==> src/rtl/axis_crc_append.sv <==
// Byte-wide AXI4-Stream pass-through that appends a configurable MSB-first CRC
// after each packet's last byte, most-significant CRC byte first.
module axis_crc_append #(
  parameter int unsigned      CRC_W  = 24,
  parameter logic [CRC_W-1:0] POLY   = 24'h864CFB,
  parameter logic [CRC_W-1:0] INIT   = 24'hB704CE,
  parameter logic [CRC_W-1:0] XOROUT = 24'h000000
) (
  input  logic             clk,
  input  logic             reset_n,
  input  logic [7:0]       s_tdata,
  input  logic             s_tvalid,
  input  logic             s_tlast,
  output logic             s_tready,
  output logic [7:0]       m_tdata,
  output logic             m_tvalid,
  output logic             m_tlast,
  input  logic             m_tready,
  output logic [CRC_W-1:0] crc_value,
  output logic             crc_done,
  output logic             fsm_state
);

  // Handshake: a byte moves on either side only in a cycle where valid and
  // ready are both high; valid never waits on ready, and a stalled output
  // byte (m_tvalid && !m_tready) holds m_tdata/m_tlast unchanged.

  localparam int unsigned NBYTES = CRC_W / 8;
  localparam int unsigned CNT_W  = $clog2(NBYTES + 1);

  typedef enum logic {PASS = 1'b0, APPEND = 1'b1} state_t;

  state_t           state_q, state_d;
  logic [CRC_W-1:0] crc_q;
  logic [CRC_W-1:0] shift_q;
  logic [CNT_W-1:0] cnt_q;
  logic [CRC_W-1:0] crc_next;
  logic [CRC_W-1:0] final_crc;
  logic             out_ready;
  logic             accept;
  logic             last_accept;
  logic             crc_byte_load;

  function automatic logic [CRC_W-1:0] crc_byte(input logic [CRC_W-1:0] c,
                                                input logic [7:0] d);
    logic [CRC_W-1:0] r;
    logic             fb;
    r = c;
    for (int b = 7; b >= 0; b--) begin
      fb = r[CRC_W-1] ^ d[b];
      r  = {r[CRC_W-2:0], 1'b0} ^ (fb ? POLY : '0);
    end
    return r;
  endfunction

  assign crc_next  = crc_byte(crc_q, s_tdata);
  assign final_crc = crc_next ^ XOROUT;
  // The output register may take a new byte when it is empty or draining now.
  assign out_ready = !m_tvalid || m_tready;
  assign fsm_state = (state_q == APPEND);

  always_ff @(posedge clk or negedge reset_n) begin
    if (!reset_n) state_q <= PASS;
    else          state_q <= state_d;
  end

  always_comb begin
    state_d       = state_q;
    s_tready      = 1'b0;
    accept        = 1'b0;
    last_accept   = 1'b0;
    crc_byte_load = 1'b0;
    case (state_q)
      PASS: begin
        s_tready = out_ready;
        accept   = s_tvalid && out_ready;
        if (accept && s_tlast) begin
          last_accept = 1'b1;
          state_d     = APPEND;
        end
      end
      APPEND: begin
        crc_byte_load = out_ready;
        if (out_ready && cnt_q == CNT_W'(1)) state_d = PASS;
      end
      default: state_d = PASS;
    endcase
  end

  always_ff @(posedge clk or negedge reset_n) begin
    if (!reset_n) begin
      crc_q     <= INIT;
      shift_q   <= '0;
      cnt_q     <= '0;
      m_tdata   <= '0;
      m_tvalid  <= 1'b0;
      m_tlast   <= 1'b0;
      crc_value <= '0;
      crc_done  <= 1'b0;
    end else begin
      crc_done <= last_accept;
      if (accept) begin
        m_tdata  <= s_tdata;
        m_tvalid <= 1'b1;
        m_tlast  <= 1'b0;
        if (s_tlast) begin
          shift_q   <= final_crc;
          crc_value <= final_crc;
          cnt_q     <= CNT_W'(NBYTES);
          crc_q     <= INIT;
        end else begin
          crc_q <= crc_next;
        end
      end else if (crc_byte_load) begin
        m_tdata  <= shift_q[CRC_W-1 -: 8];
        m_tvalid <= 1'b1;
        m_tlast  <= (cnt_q == CNT_W'(1));
        shift_q  <= shift_q << 8;
        cnt_q    <= cnt_q - CNT_W'(1);
      end else if (m_tready) begin
        m_tvalid <= 1'b0;
        m_tlast  <= 1'b0;
      end
    end
  end

endmodule

==> config.mk <==
export PLATFORM = sky130hd
export DESIGN_NAME = axis_crc_append
export DESIGN_NICKNAME = d
export VERILOG_FILES = /design/src/rtl/axis_crc_append.sv
export SDC_FILE = /design/constraint.sdc
export NUM_CORES = 1
export LEC_CHECK = 0
export ABC_CLOCK_PERIOD_IN_PS = 3800
export CAP_MARGIN = 20
export CORE_MARGIN = 4
export CORE_UTILIZATION = 60
export DETAILED_ROUTE_END_ITERATION = 8
export GPL_ROUTABILITY_DRIVEN = 0
export PLACE_DENSITY = 0.89
export SLEW_MARGIN = 40
export SYNTH_ARGS = -nofsm -noshare
export SYNTH_HDL_FRONTEND = slang
export SYNTH_SLANG_ARGS = --single-unit
==> constraint.sdc <==
create_clock -name clk -period 3.8 [get_ports clk]
set_clock_uncertainty 0.05 [all_clocks]
set_input_delay 1.14 -clock clk [delete_from_list [all_inputs] [get_ports clk]]
set_output_delay 1.14 -clock clk [all_outputs]
set_load 0.05 [all_outputs]
==> impl_metrics.ini, run 1 <==
[grt]
grt_pass1_vias = 3158
grt-ovfl-total = 0
antenna_found_initial = 0
grt_usage = 0.238
grt_max_degree = 87
grt_pass1_wl_um = 15500

[logic_synthesis]
synth_top_family_by_area = XOR/XNOR gates
yosysSeqAreaShare = 0.526
synth_cell_types = 40
syn_area_mm2 = 0.00412
yosys-top-cells-area = dfrtp_1 (45%), dfstp_2 (7.6%), nand2_1 (6.5%), xnor2_1 (4.9%), xnor3_1 (3.8%)
synth_cells = 375
synth_fa_ha_area_frac = 0.00303
yosys.area.top_type = dfrtp_1
synthMuxAreaShare = 0
synth_top_area_frac = 0.449
postSynthAreaPerCell_um2 = 11.0
synth_compound_area_frac = 0.146
synth_nets = 389
yosys.area_share.simple = 0.110
ys_warn_count = 0
synth-seq-cells = 86
synth-xor-area-share = 0.194

[timing]
setup_tns_ns = 0
tightest_slew_ns = 0.813
setup_violations = 0
maxSlewViolCount = 0
rsz0062_at_grt = no
fin_crit_sh = 0.873
hold_viol = 0
max_freq_mhz = 301
max_slew_margin = 0.456
period_minus_slack_ns = 3.32
hold_slack_ns = 0.431

[drt]
drt_iter0_drc = 215
drtAntennaViolNets = 0
dr.pass1.iters = 4
vias = 2974
routed_via_density = 5.89
drc = 0
totalWireLength_um = 9300
routedWlPerCell_um = 18.4

[place]
port-buffer-count = 49
place_hpwl_um = 6480
dp.cells = 489

[hold_path]
min_path_cells = 2
min_to = crc_value[21]
min-delay-start = crc_value[21]
min-delay-path-class = reg2reg

[cells_and_area]
drive_above_1_share = 0.126
syn2layout_area_growth_pct = 19.6
fin_cells = 505
final_nets = 437
nFillCells = 421
utilization = 0.759
diodes = 0

[floorplanning]
die_x_um = 90.9
rows = 29
io_pins = 50
dieArea_mm2 = 0.00826
start_util = 0.635
fp.dieH_um = 90.9
core_area_mm2 = 0.00649

[clocking]
root_buffer = clkbuf_8
cts_tree = yes
cts_made_buffers = 9
clk_path_buf_depth = 2
htreeDepth = 3
clkLatencyLatePin_ns = 0.36
cts_hold_buf = 0
post_cts_buffers = 0
clk_pin_slew_worst_paths_ns = 0.07
cts_sinks = 86
post_cts_resized = 0

[critical_path]
end_kind = output pin
criticalPathCategory = in2out
path_buf_inv = 2
cp_max_fo = 4
slowest_delay_ns = 0.45
startpoint_type = input pin
required_ns = 2.61
r2r_slack_ns = 1.50
crit_chain = clkdlybuf4s50_1, nor2b_1, nor2_1, buf_12
critPathTopFamily = buffers and inverters
reg2reg_from = crc_q[18]
r2r-end = crc_q[14]
reg2regPathDepth = 5
worstPathArrival_ns = 2.13
cp_slowest_cell = clkdlybuf4s50_1

[flow_run]
max_cap_violations = 0

[outcome]
outcome = complete, no violations
==> per-layer routing <==
metal,track usage,share of wire
met3,0.0450,0.058
met5,0,0
met4,0.101,0.022
met2,0.397,0.49
met1,0.307,0.43
==> synthesized netlist by cell type (all sizes together) <==
cell type / instances
dfstp: 12
clkinv: 1
nand2: 71
a21o: 12
nand3: 1
a31oi: 14
and3: 1
and2: 1
xor3: 2
o31ai: 3
a221o: 1
xnor2: 34
inv: 3
a211o: 1
nor2b: 2
nor3: 3
ha: 1
a22o: 5
xor2: 8
clkbuf: 13
nand2b: 1
dfrtp: 74
o21a: 6
or3: 1
o22a: 1
a22oi: 3
buf: 6
xnor3: 10
o211ai: 4
a211oi: 1
o21ai: 28
a21oi: 16
nor2: 35
==> worst max path at each step <==
stage,startpoint,to,depth (start not counted)
after floorplan,m_tready,s_tready,2
after global placement,s_tdata[3],shift_q[10],6
after detailed placement,s_tdata[3],shift_q[10],6
after CTS,m_tready,s_tready,4
after global routing,m_tready,s_tready,4
final,m_tready,s_tready,4
==> sequential cells by signal (all words and copies together) (netlist names) <==
| signal | flops |
|---|---|
| m_tdata | 8 |
| crc_done | 1 |
| shift_q | 24 |
| cnt_q | 2 |
| crc_q | 24 |
| m_tlast | 1 |
| fsm_state | 1 |
| m_tvalid | 1 |
| crc_value | 24 |
==> through the flow <==
stage	instance area [um^2]	setup WS, ns
2_1_floorplan	4120	0.769
3_3_place_gp	4710	0.416
3_5_place_dp	4720	0.314
4_1_cts	4930	0.500
5_1_grt	4930	0.435
6_report	4930	0.483
==> placed cells by master (no fill, tap or decap), types with 4 or more instances in the layout <==
cell type | Yosys | routed
nor2_1 | 35 | 35
xnor3_1 | 7 | 7
dfstp_2 | 12 | 12
clkdlybuf4s50_1 | 0 | 47
o211ai_1 | 4 | 4
a31oi_1 | 14 | 14
xor2_1 | 6 | 6
xnor2_4 | 5 | 5
a22o_1 | 5 | 5
a21oi_1 | 16 | 16
o21ai_1 | 11 | 11
nand2_1 | 71 | 71
dfrtp_1 | 74 | 74
xnor2_2 | 6 | 6
o21a_1 | 6 | 6
o21ai_0 | 17 | 17
buf_4 | 0 | 6
clkbuf_8 | 0 | 12
a21o_1 | 12 | 12
xnor2_1 | 23 | 23
==> layout make-up <==
| type | count | area (um^2) | area share |
|---|---|---|---|
| multi-input cells | 266 | 1870 | 0.380 |
| repair buffers | 56 | 567 | 0.115 |
| clock buffers | 13 | 169 | 0.0343 |
| well taps | 77 | 96.3 | 0.0195 |
| clock inverters | 3 | 42.5 | 0.00863 |
| inverters | 4 | 15.0 | 0.00305 |
| flip-flops and latches | 86 | 2170 | 0.440 |
==> tightest hold or removal path: cells and delay by family, from the launching register on <==
kind / cells / cell delay (ns)
AOI/OAI and AO/OA: 1 / 0.06
and+or+nand+nor: 1 / 0.04
DFF: 1 / 0.34
==> kinds of logic (layout without fill, tap and decap cells) <==
logic type                 after synthesis  after routing
and+or+nand+nor                        116            116
AOI/OAI and AO/OA                       95             95
DFF                                     86             86
xor gates and xnor gates                54             54
buffers and inverters                   23             76
adders and majority gates                1              1
Power of run 1 is left out: the tool's default activity adds up to more than one toggle a clock period on the data nets, which glitch-free logic cannot reach.
==> inputs of run 2 (changes only) <==
Settings changed: CAP_MARGIN 20 to not set, SKIP_LAST_GASP set to 1.
==> results of run 2 <==
The final DEF is identical to that of run 1; final timing and power are the same.
Power of run 2 is left out for the same reason.
==> inputs of run 3 (changes only) <==
Settings changed: ABC_AREA set to 0.
==> results of run 3 <==
The final DEF is identical to that of run 1; final timing and power are the same.
Power of run 3 is left out for the same reason.
